<file path="config.mk">
export PLATFORM = sky130hd
export DESIGN_NAME = somador_acumulador_param_flat
export DESIGN_NICKNAME = d
export VERILOG_FILES = /design/src/rtl/somador_acumulador_param_if.sv /design/src/rtl/somador_acumulador_param.sv /design/src/flat_wrapper.sv
export SDC_FILE = /design/constraint.sdc
export NUM_CORES = 1
export LEC_CHECK = 0
export ABC_CLOCK_PERIOD_IN_PS = 3000
export CORE_MARGIN = 2
export CORE_UTILIZATION = 40
export CTS_CLUSTER_SIZE = 16
export DETAILED_ROUTE_END_ITERATION = 7
export GPL_TIMING_DRIVEN = 0
export PLACE_DENSITY = 0.65
export SLEW_MARGIN = 20
export SYNTH_ARGS = -nofsm -noshare
export SYNTH_HDL_FRONTEND = slang
export SYNTH_SLANG_ARGS = --single-unit
</file>
<file path="constraint.sdc">
create_clock -name clk -period 3 [get_ports clk]
set_input_delay 0.3 -clock clk [delete_from_list [all_inputs] [get_ports clk]]
set_output_delay 0.3 -clock clk [all_outputs]
set_load 0.02 [all_outputs]
</file>
<file path="src/rtl/somador_acumulador_param_if.sv">
// Sample-in / result-out bundle of the parametrised signed accumulator.
// The master side feeds samples and starts runs; the slave side is the accumulator.
interface somador_acumulador_param_if #(
  parameter int unsigned WIDTH = 6
);
  logic                    inicio;
  logic                    valor_valid;
  logic signed [WIDTH-1:0] valor;
  logic                    pronto;
  logic                    busy;
  logic signed [WIDTH-1:0] soma;
  logic                    soma_valid;
  logic                    overflow;

  modport master (
    output inicio, valor_valid, valor,
    input  pronto, busy, soma, soma_valid, overflow
  );

  modport slave (
    input  inicio, valor_valid, valor,
    output pronto, busy, soma, soma_valid, overflow
  );
endinterface

</file>
<file path="src/rtl/somador_acumulador_param.sv">
// Signed accumulator: after a start it sums N_SAMPLES qualified samples, then
// publishes the result with a one-cycle strobe and a sticky per-run overflow flag.
module somador_acumulador_param #(
  parameter int unsigned WIDTH     = 6,
  parameter int unsigned N_SAMPLES = 4,
  parameter int unsigned SATURATE  = 0
) (
  input  logic                          clk,
  input  logic                          reset,
  somador_acumulador_param_if.slave     bus
);
  localparam int unsigned CW = $clog2(N_SAMPLES + 1);
  localparam logic [CW-1:0] LAST_IDX = CW'(N_SAMPLES - 1);
  localparam logic signed [WIDTH-1:0] SMAX = {1'b0, {(WIDTH-1){1'b1}}};
  localparam logic signed [WIDTH-1:0] SMIN = {1'b1, {(WIDTH-1){1'b0}}};

  typedef enum logic [1:0] {IDLE, ACCUM, DONE} state_t;

  state_t                  state_q, state_d;
  logic signed [WIDTH-1:0] acc_q, acc_d;
  logic signed [WIDTH-1:0] soma_q, soma_d;
  logic [CW-1:0]           count_q, count_d;
  logic                    ovf_q, ovf_d;
  logic                    valid_q, valid_d;
  logic signed [WIDTH-1:0] raw;
  logic signed [WIDTH-1:0] sum;
  logic                    ovf_step;

  // Adder with signed overflow detection and optional clamping
  always_comb begin
    raw      = acc_q + bus.valor;
    ovf_step = (acc_q[WIDTH-1] == bus.valor[WIDTH-1]) && (raw[WIDTH-1] != acc_q[WIDTH-1]);
    sum      = raw;
    if ((SATURATE != 0) && ovf_step) begin
      sum = acc_q[WIDTH-1] ? SMIN : SMAX;
    end
  end

  always_ff @(posedge clk or posedge reset) begin
    if (reset) begin
      state_q <= IDLE;
      acc_q   <= '0;
      soma_q  <= '0;
      count_q <= '0;
      ovf_q   <= 1'b0;
      valid_q <= 1'b0;
    end else begin
      state_q <= state_d;
      acc_q   <= acc_d;
      soma_q  <= soma_d;
      count_q <= count_d;
      ovf_q   <= ovf_d;
      valid_q <= valid_d;
    end
  end

  // Next-state: a start from IDLE or DONE clears the run; DONE is a single cycle
  always_comb begin
    state_d = state_q;
    acc_d   = acc_q;
    soma_d  = soma_q;
    count_d = count_q;
    ovf_d   = ovf_q;
    valid_d = 1'b0;
    case (state_q)
      IDLE, DONE: begin
        if (bus.inicio) begin
          state_d = ACCUM;
          acc_d   = '0;
          count_d = '0;
          ovf_d   = 1'b0;
        end else begin
          state_d = IDLE;
        end
      end
      ACCUM: begin
        if (bus.valor_valid) begin
          acc_d = sum;
          ovf_d = ovf_q | ovf_step;
          if (count_q == LAST_IDX) begin
            soma_d  = sum;
            valid_d = 1'b1;
            count_d = '0;
            state_d = DONE;
          end else begin
            count_d = count_q + CW'(1);
          end
        end
      end
      default: state_d = IDLE;
    endcase
  end

  assign bus.pronto     = (state_q != ACCUM);
  assign bus.busy       = (state_q == ACCUM);
  assign bus.soma       = soma_q;
  assign bus.soma_valid = valid_q;
  assign bus.overflow   = ovf_q;
endmodule

</file>
<file path="src/flat_wrapper.sv">
// flat-port wrapper written by rule: the top's interface ports become plain ports
module somador_acumulador_param_flat 
#(
  parameter int unsigned WIDTH     = 6,
  parameter int unsigned N_SAMPLES = 4,
  parameter int unsigned SATURATE  = 0
)
  (clk, reset, bus_inicio, bus_valor_valid, bus_valor, bus_pronto, bus_busy, bus_soma, bus_soma_valid, bus_overflow);
  somador_acumulador_param_if #(.WIDTH(WIDTH)) bus_i ();
  input  logic clk;
  input  logic reset;
  input wire logic [$bits(bus_i.inicio)-1:0] bus_inicio;
  input wire logic [$bits(bus_i.valor_valid)-1:0] bus_valor_valid;
  input wire logic [$bits(bus_i.valor)-1:0] bus_valor;
  output wire logic [$bits(bus_i.pronto)-1:0] bus_pronto;
  output wire logic [$bits(bus_i.busy)-1:0] bus_busy;
  output wire logic [$bits(bus_i.soma)-1:0] bus_soma;
  output wire logic [$bits(bus_i.soma_valid)-1:0] bus_soma_valid;
  output wire logic [$bits(bus_i.overflow)-1:0] bus_overflow;
  assign bus_i.inicio = bus_inicio;
  assign bus_i.valor_valid = bus_valor_valid;
  assign bus_i.valor = bus_valor;
  assign bus_pronto = bus_i.pronto;
  assign bus_busy = bus_i.busy;
  assign bus_soma = bus_i.soma;
  assign bus_soma_valid = bus_i.soma_valid;
  assign bus_overflow = bus_i.overflow;
  somador_acumulador_param #(.WIDTH(WIDTH), .N_SAMPLES(N_SAMPLES), .SATURATE(SATURATE)) u_core (.clk(clk), .reset(reset), .bus(bus_i));
endmodule
</file>
======== After elaboration in Yosys (flattened, before gate mapping) ========
Cells that the tools add are included.
word-level totals
  input bits .............................. 10
  logic and storage cells ................. 42
  output and inout port bits .............. 10
  register bits after elaboration ......... 19
operators by class
  mux-type cells .......................... 17
  eq/ne operators ......................... 9
  bitwise logic cells ..................... 1
  add/sub/neg operators ................... 2
  reductions and logical operators ........ 7
operators with widths
  kind                   count
  $mux W6                2
  $pmux W6 S2            1
  $mux W3                3
  $add A6 B6 Y6          1
  $mux W1                6
  $pmux W3 S2            1
  $reduce_and A3 Y1      2
  $mux W2                2
  $ne A2 B1 Y1 const B   2
  $ne A2 B2 Y1 const B   2
  $pmux W2 S2            1
  $add A3 B1 Y3 const B  1
  $eq A3 B2 Y1 const B   1
  $eq A2 B1 Y1 const B   1
  $eq A2 B2 Y1 const B   1
  $logic_not A2 Y1       1
  $pmux W1 S2            1
  $reduce_and A2 Y1      1
  $reduce_bool A2 Y1     1
  $reduce_or A2 Y1       1
  $eq A1 B1 Y1           1
  $logic_and A1 B1 Y1    1
  $ne A1 B1 Y1           1
  $or A1 B1 Y1           1

======== Longest topological paths before layout ========
  depth in word-level cells ............... 6
  gate-level depth with buffers ........... 7
  gate-level depth less buffers ........... 7

======== Worst setup path before layout ========
Ideal clock, no wire load.
  kind .................................... register to register
  start point ............................. reg u_core.acc_q[1]
  end point ............................... reg u_core.soma_q[5], in the netlist u_core.bus.soma[5]
  arrival ................................. 1.623 ns
  cell stages (with the launch flop) ...... 6
  path buffers ............................ 0
  required time ........................... 2.935 ns
  slack ................................... 1.312 ns
  path through ............................ dfrtp_1 -> ha_1 -> a211oi_2 -> or4b_4 -> a311oi_2 -> a211o_1
between the ends
  longest elaborated chain between the ends .. 1
RTL lines
  element                 line                            source
  from (decl)             somador_acumulador_param.sv:20  logic signed [WIDTH-1:0] acc_q, acc_d;
  from (signal assigned)  somador_acumulador_param.sv:42  acc_q <= '0;
  from (signal assigned)  somador_acumulador_param.sv:49  acc_q <= acc_d;
  $add A6 B6 Y6           somador_acumulador_param.sv:31  raw = acc_q + bus.valor;
  to (signal assigned)    somador_acumulador_param.sv:50  soma_q <= soma_d;
  to (decl)               somador_acumulador_param.sv:21  logic signed [WIDTH-1:0] soma_q, soma_d;
No other way between the ends.
A chain may end at the register's enable or synchronous reset.

======== Final worst setup path ========
  start point ............................. reg u_core.state_q[1]
  end point ............................... out bus_busy
between the ends
  longest elaborated chain between the ends .. 1
RTL lines
  element                 line                            source
  from (decl)             somador_acumulador_param.sv:19  state_t state_q, state_d;
  from (signal assigned)  somador_acumulador_param.sv:48  state_q <= state_d;
  $eq A2 B1 Y1            somador_acumulador_param.sv:95  assign bus.busy = (state_q == ACCUM);
  to (decl)               flat_wrapper.sv:16              output wire logic [$bits(bus_i.busy)-1:0] bus_busy;
No other way between the ends.

==> out/summary.txt <==
via/cell ratio: 5.39
Pwr per Cell Area: 925 mW/mm²
crit-path max cell delay: 600 ps
Distinct cells, synth: 40
Synth area leader: dfrtp_1
# Post-CTS Setup Buffers: 0
multi-input logic area: 557 µm²
die area: 0.00316 mm²
Ant. Diodes: 0
Final period util: 63.4%
vias in the first global route: 815
first-pass GRT wire length: 3.84 mm
CP max stage cell: clkdlybuf4s50_1
Reg power frac: 34.1%
dpl cell area: 0.00131 mm²
crit path from: u_core.state_q[1]$_DFFE_PP0P_
top cell type's share of synthesized area: 43.6%
Fillers: 237
Fin. Hold Viols: 0
initial core utilization: 43.2%
CTS tree: built
Post-CTS Hold Buffers: 0
die width: 56.2 µm
Worst-Skew Late Latency: 310 ps
largest net degree at the start of global routing: 20
worst slew pin tran: 744 ps
initial antenna violation count: 0
minimum clock period: 1900 ps
Clock power frac: 11.5%
Cells after Synth: 113
CP required: 2700 ps
PortBufs: 18
setup violation total in the final timing report: 0
element type at the critical path start: register
antenna-violating nets left: 0
Comb pwr share: 54.5%
P&R area growth vs syn: 22.7%
detailed placer's ending HPWL: 1.75 mm
Setup TNS: 0 ps
gr usage total: 15.9%
worst r2r src: u_core.acc_q[1]$_DFFE_PP0P_
Placeable Area: 0.00252 mm²
max_slew headroom: 50.3%
final net count: 153
num ports: 20
Net Sw Frac: 43.0%
Initial DRC Count: 10
top-count cell post-synth: dfrtp_1
Die Y: 56.2 µm
status: finished clean
maximum VDD drop: 0.000604 V
Non-Filler Instances: 165
total of max-cap violations: 0
Int Pwr: 0.000706 W
leakage power: 0.611 nW
root buffer cell: clkbuf_4
Worst Setup End Kind: output port
clk buf depth: 2
synthesized area: 0.00109 mm²
number of buffers and inverters on the critical path: 2
Hold Path Class: input port to async pin
layout cells sized above 1: 8.89%
Setup CP Type: register to output port
final slew viol count: 0
design area: 0.00134 mm²
CTS buffer count: 3
Worst Slack Setup Final: 1100 ps
DRC: 0
post-CTS resize count: 0
drt first pass iters: 4
cells along the critical path: nand2b_1, inv_1, clkdlybuf4s50_1
P_sw: 0.000532 W
final global-route overflow total: 0
# rows: 18
area occupied by registers: 475 µm²
Place WS: 798 ps
flops & latches, synth: 19
Max Fclk: 0.526 GHz
final design utilization: 53.0%
CP Max Fanout: 3
Post-Route WL: 2.32 mm
synth cell count leaders: dfrtp_1, nand2_1, inv_1
Seq/Total Area, Yosys: 43.6%
Post-synth ARST share: 100%
Synth Flop Type: dfrtp_1
critical path's top delay family: buffers and inverters
Cell Count Post-Placement: 161
Post-Syn Nets: 130
crit path DAT: 1600 ps
Final GP Congestion: 0.789
average footprint of a synthesized cell: 9.64 µm²
# clock sinks: 19
Vias: 889
Avg WL per Cell: 14.1 µm
Layout Skew: 7.30 ps
RSZ-0062 raised after global routing: no
Synth area leaders: dfrtp_1, ha_1, nand2_1, inv_1, nand3_1
YS warnings: 0
Post-synth EDFFs: 0
CTS H-Tree Depth: 1
clock-pin slew on the worst setup and hold paths: 120 ps
-- layout make-up --
class	count	area share, %
buffer	5	1.50
clock buffer	3	1.68
clock inverter	1	0.561
inverter	10	2.81
multi-input combinational	79	41.6
sequential	19	35.5
tap	30	2.81
timing repair buffer	18	13.5
-- logic make-up (layout without fill, tap and decap cells) --
family                   Yosys count  after routing  synth area share [%]
AND/OR/NAND/NOR                   39             39                  20.2
AO/OA/AOI/OAI                     31             31                  20.6
flip-flops                        19             19                  43.6
buffers and inverters             15             37                  5.28
adder cells (fa/ha/maj)            7              7                  8.73
XOR/XNOR                           2              2                  1.61
-- registers in the layout, indices dropped and copies added, names as in the netlist --
name                   cells
u_core.count_q             3
u_core.state_q             2
u_core.bus.soma            6
u_core.acc_q               6
u_core.bus.soma_valid      1
u_core.bus.overflow        1
-- cells in the final DEF (no fill, tap or decap), types with 2 or more instances in the layout --
cell,n
clkdlybuf4s50_1,18
nand2_1,12
xor2_1,2
o21ai_0,7
nor2b_1,2
a21o_1,2
o21ai_1,4
clkbuf_1,4
a211o_1,2
a21oi_1,2
inv_1,10
nand3_1,7
dfrtp_1,19
clkbuf_4,3
nor2_1,3
nand2b_1,2
o211ai_1,3
o211a_1,2
ha_1,6
o31ai_1,2
-- per-stage QoR --
stage | hold WS (ps) | power [W]
2_1_floorplan | 251 | 0.000873
3_3_place_gp | 462 | 0.00109
3_5_place_dp | 473 | 0.00111
4_1_cts | 387 | 0.00125
5_1_grt | 422 | 0.00134
6_report | 400 | 0.00124
-- worst register-to-register path, cell delays in order, from the launching register on --
cell	delay (ps)
dfrtp_1	420
ha_1	310
a211oi_2	110
or4b_4	550
a41oi_1	230
o21ai_1	80
-- final timing paths --
path	cells after the start	endpoint	slack, ps
worst max-delay path	3	bus_busy	1100
worst min-delay path	2	u_core.acc_q[2]$_DFFE_PP0P_	400
worst max register to register	5	u_core.acc_q[5]$_DFFE_PP0P_	1180
worst min register to register	1	u_core.count_q[2]$_DFFE_PP0P_	500
max in group asynchronous	2	u_core.count_q[2]$_DFFE_PP0P_	2130
min in group clk	3	u_core.bus.overflow$_DFFE_PP0P_	410
-- metal layers --
layer,vias to the layer above,track usage (%),wire length [µm]
li1,452,-,-
met1,420,22.1,1180
met2,12,23.5,1030
met3,5,4.65,75
met4,0,5.10,33
met5,-,0,0
-- power by group through the flow --
stage / Clock, W / Sequential (W) / Combinational, W
6_report: 0.000142 / 0.000422 / 0.000674
5_1_grt: 0.000159 / 0.000440 / 0.000742
4_1_cts: 0.000152 / 0.000423 / 0.000679
3_5_place_dp: 0 / 0.000430 / 0.000677
3_3_place_gp: 0 / 0.000424 / 0.000664
2_1_floorplan: 0 / 0.000470 / 0.000404
(Power assumes the default switching activity.)
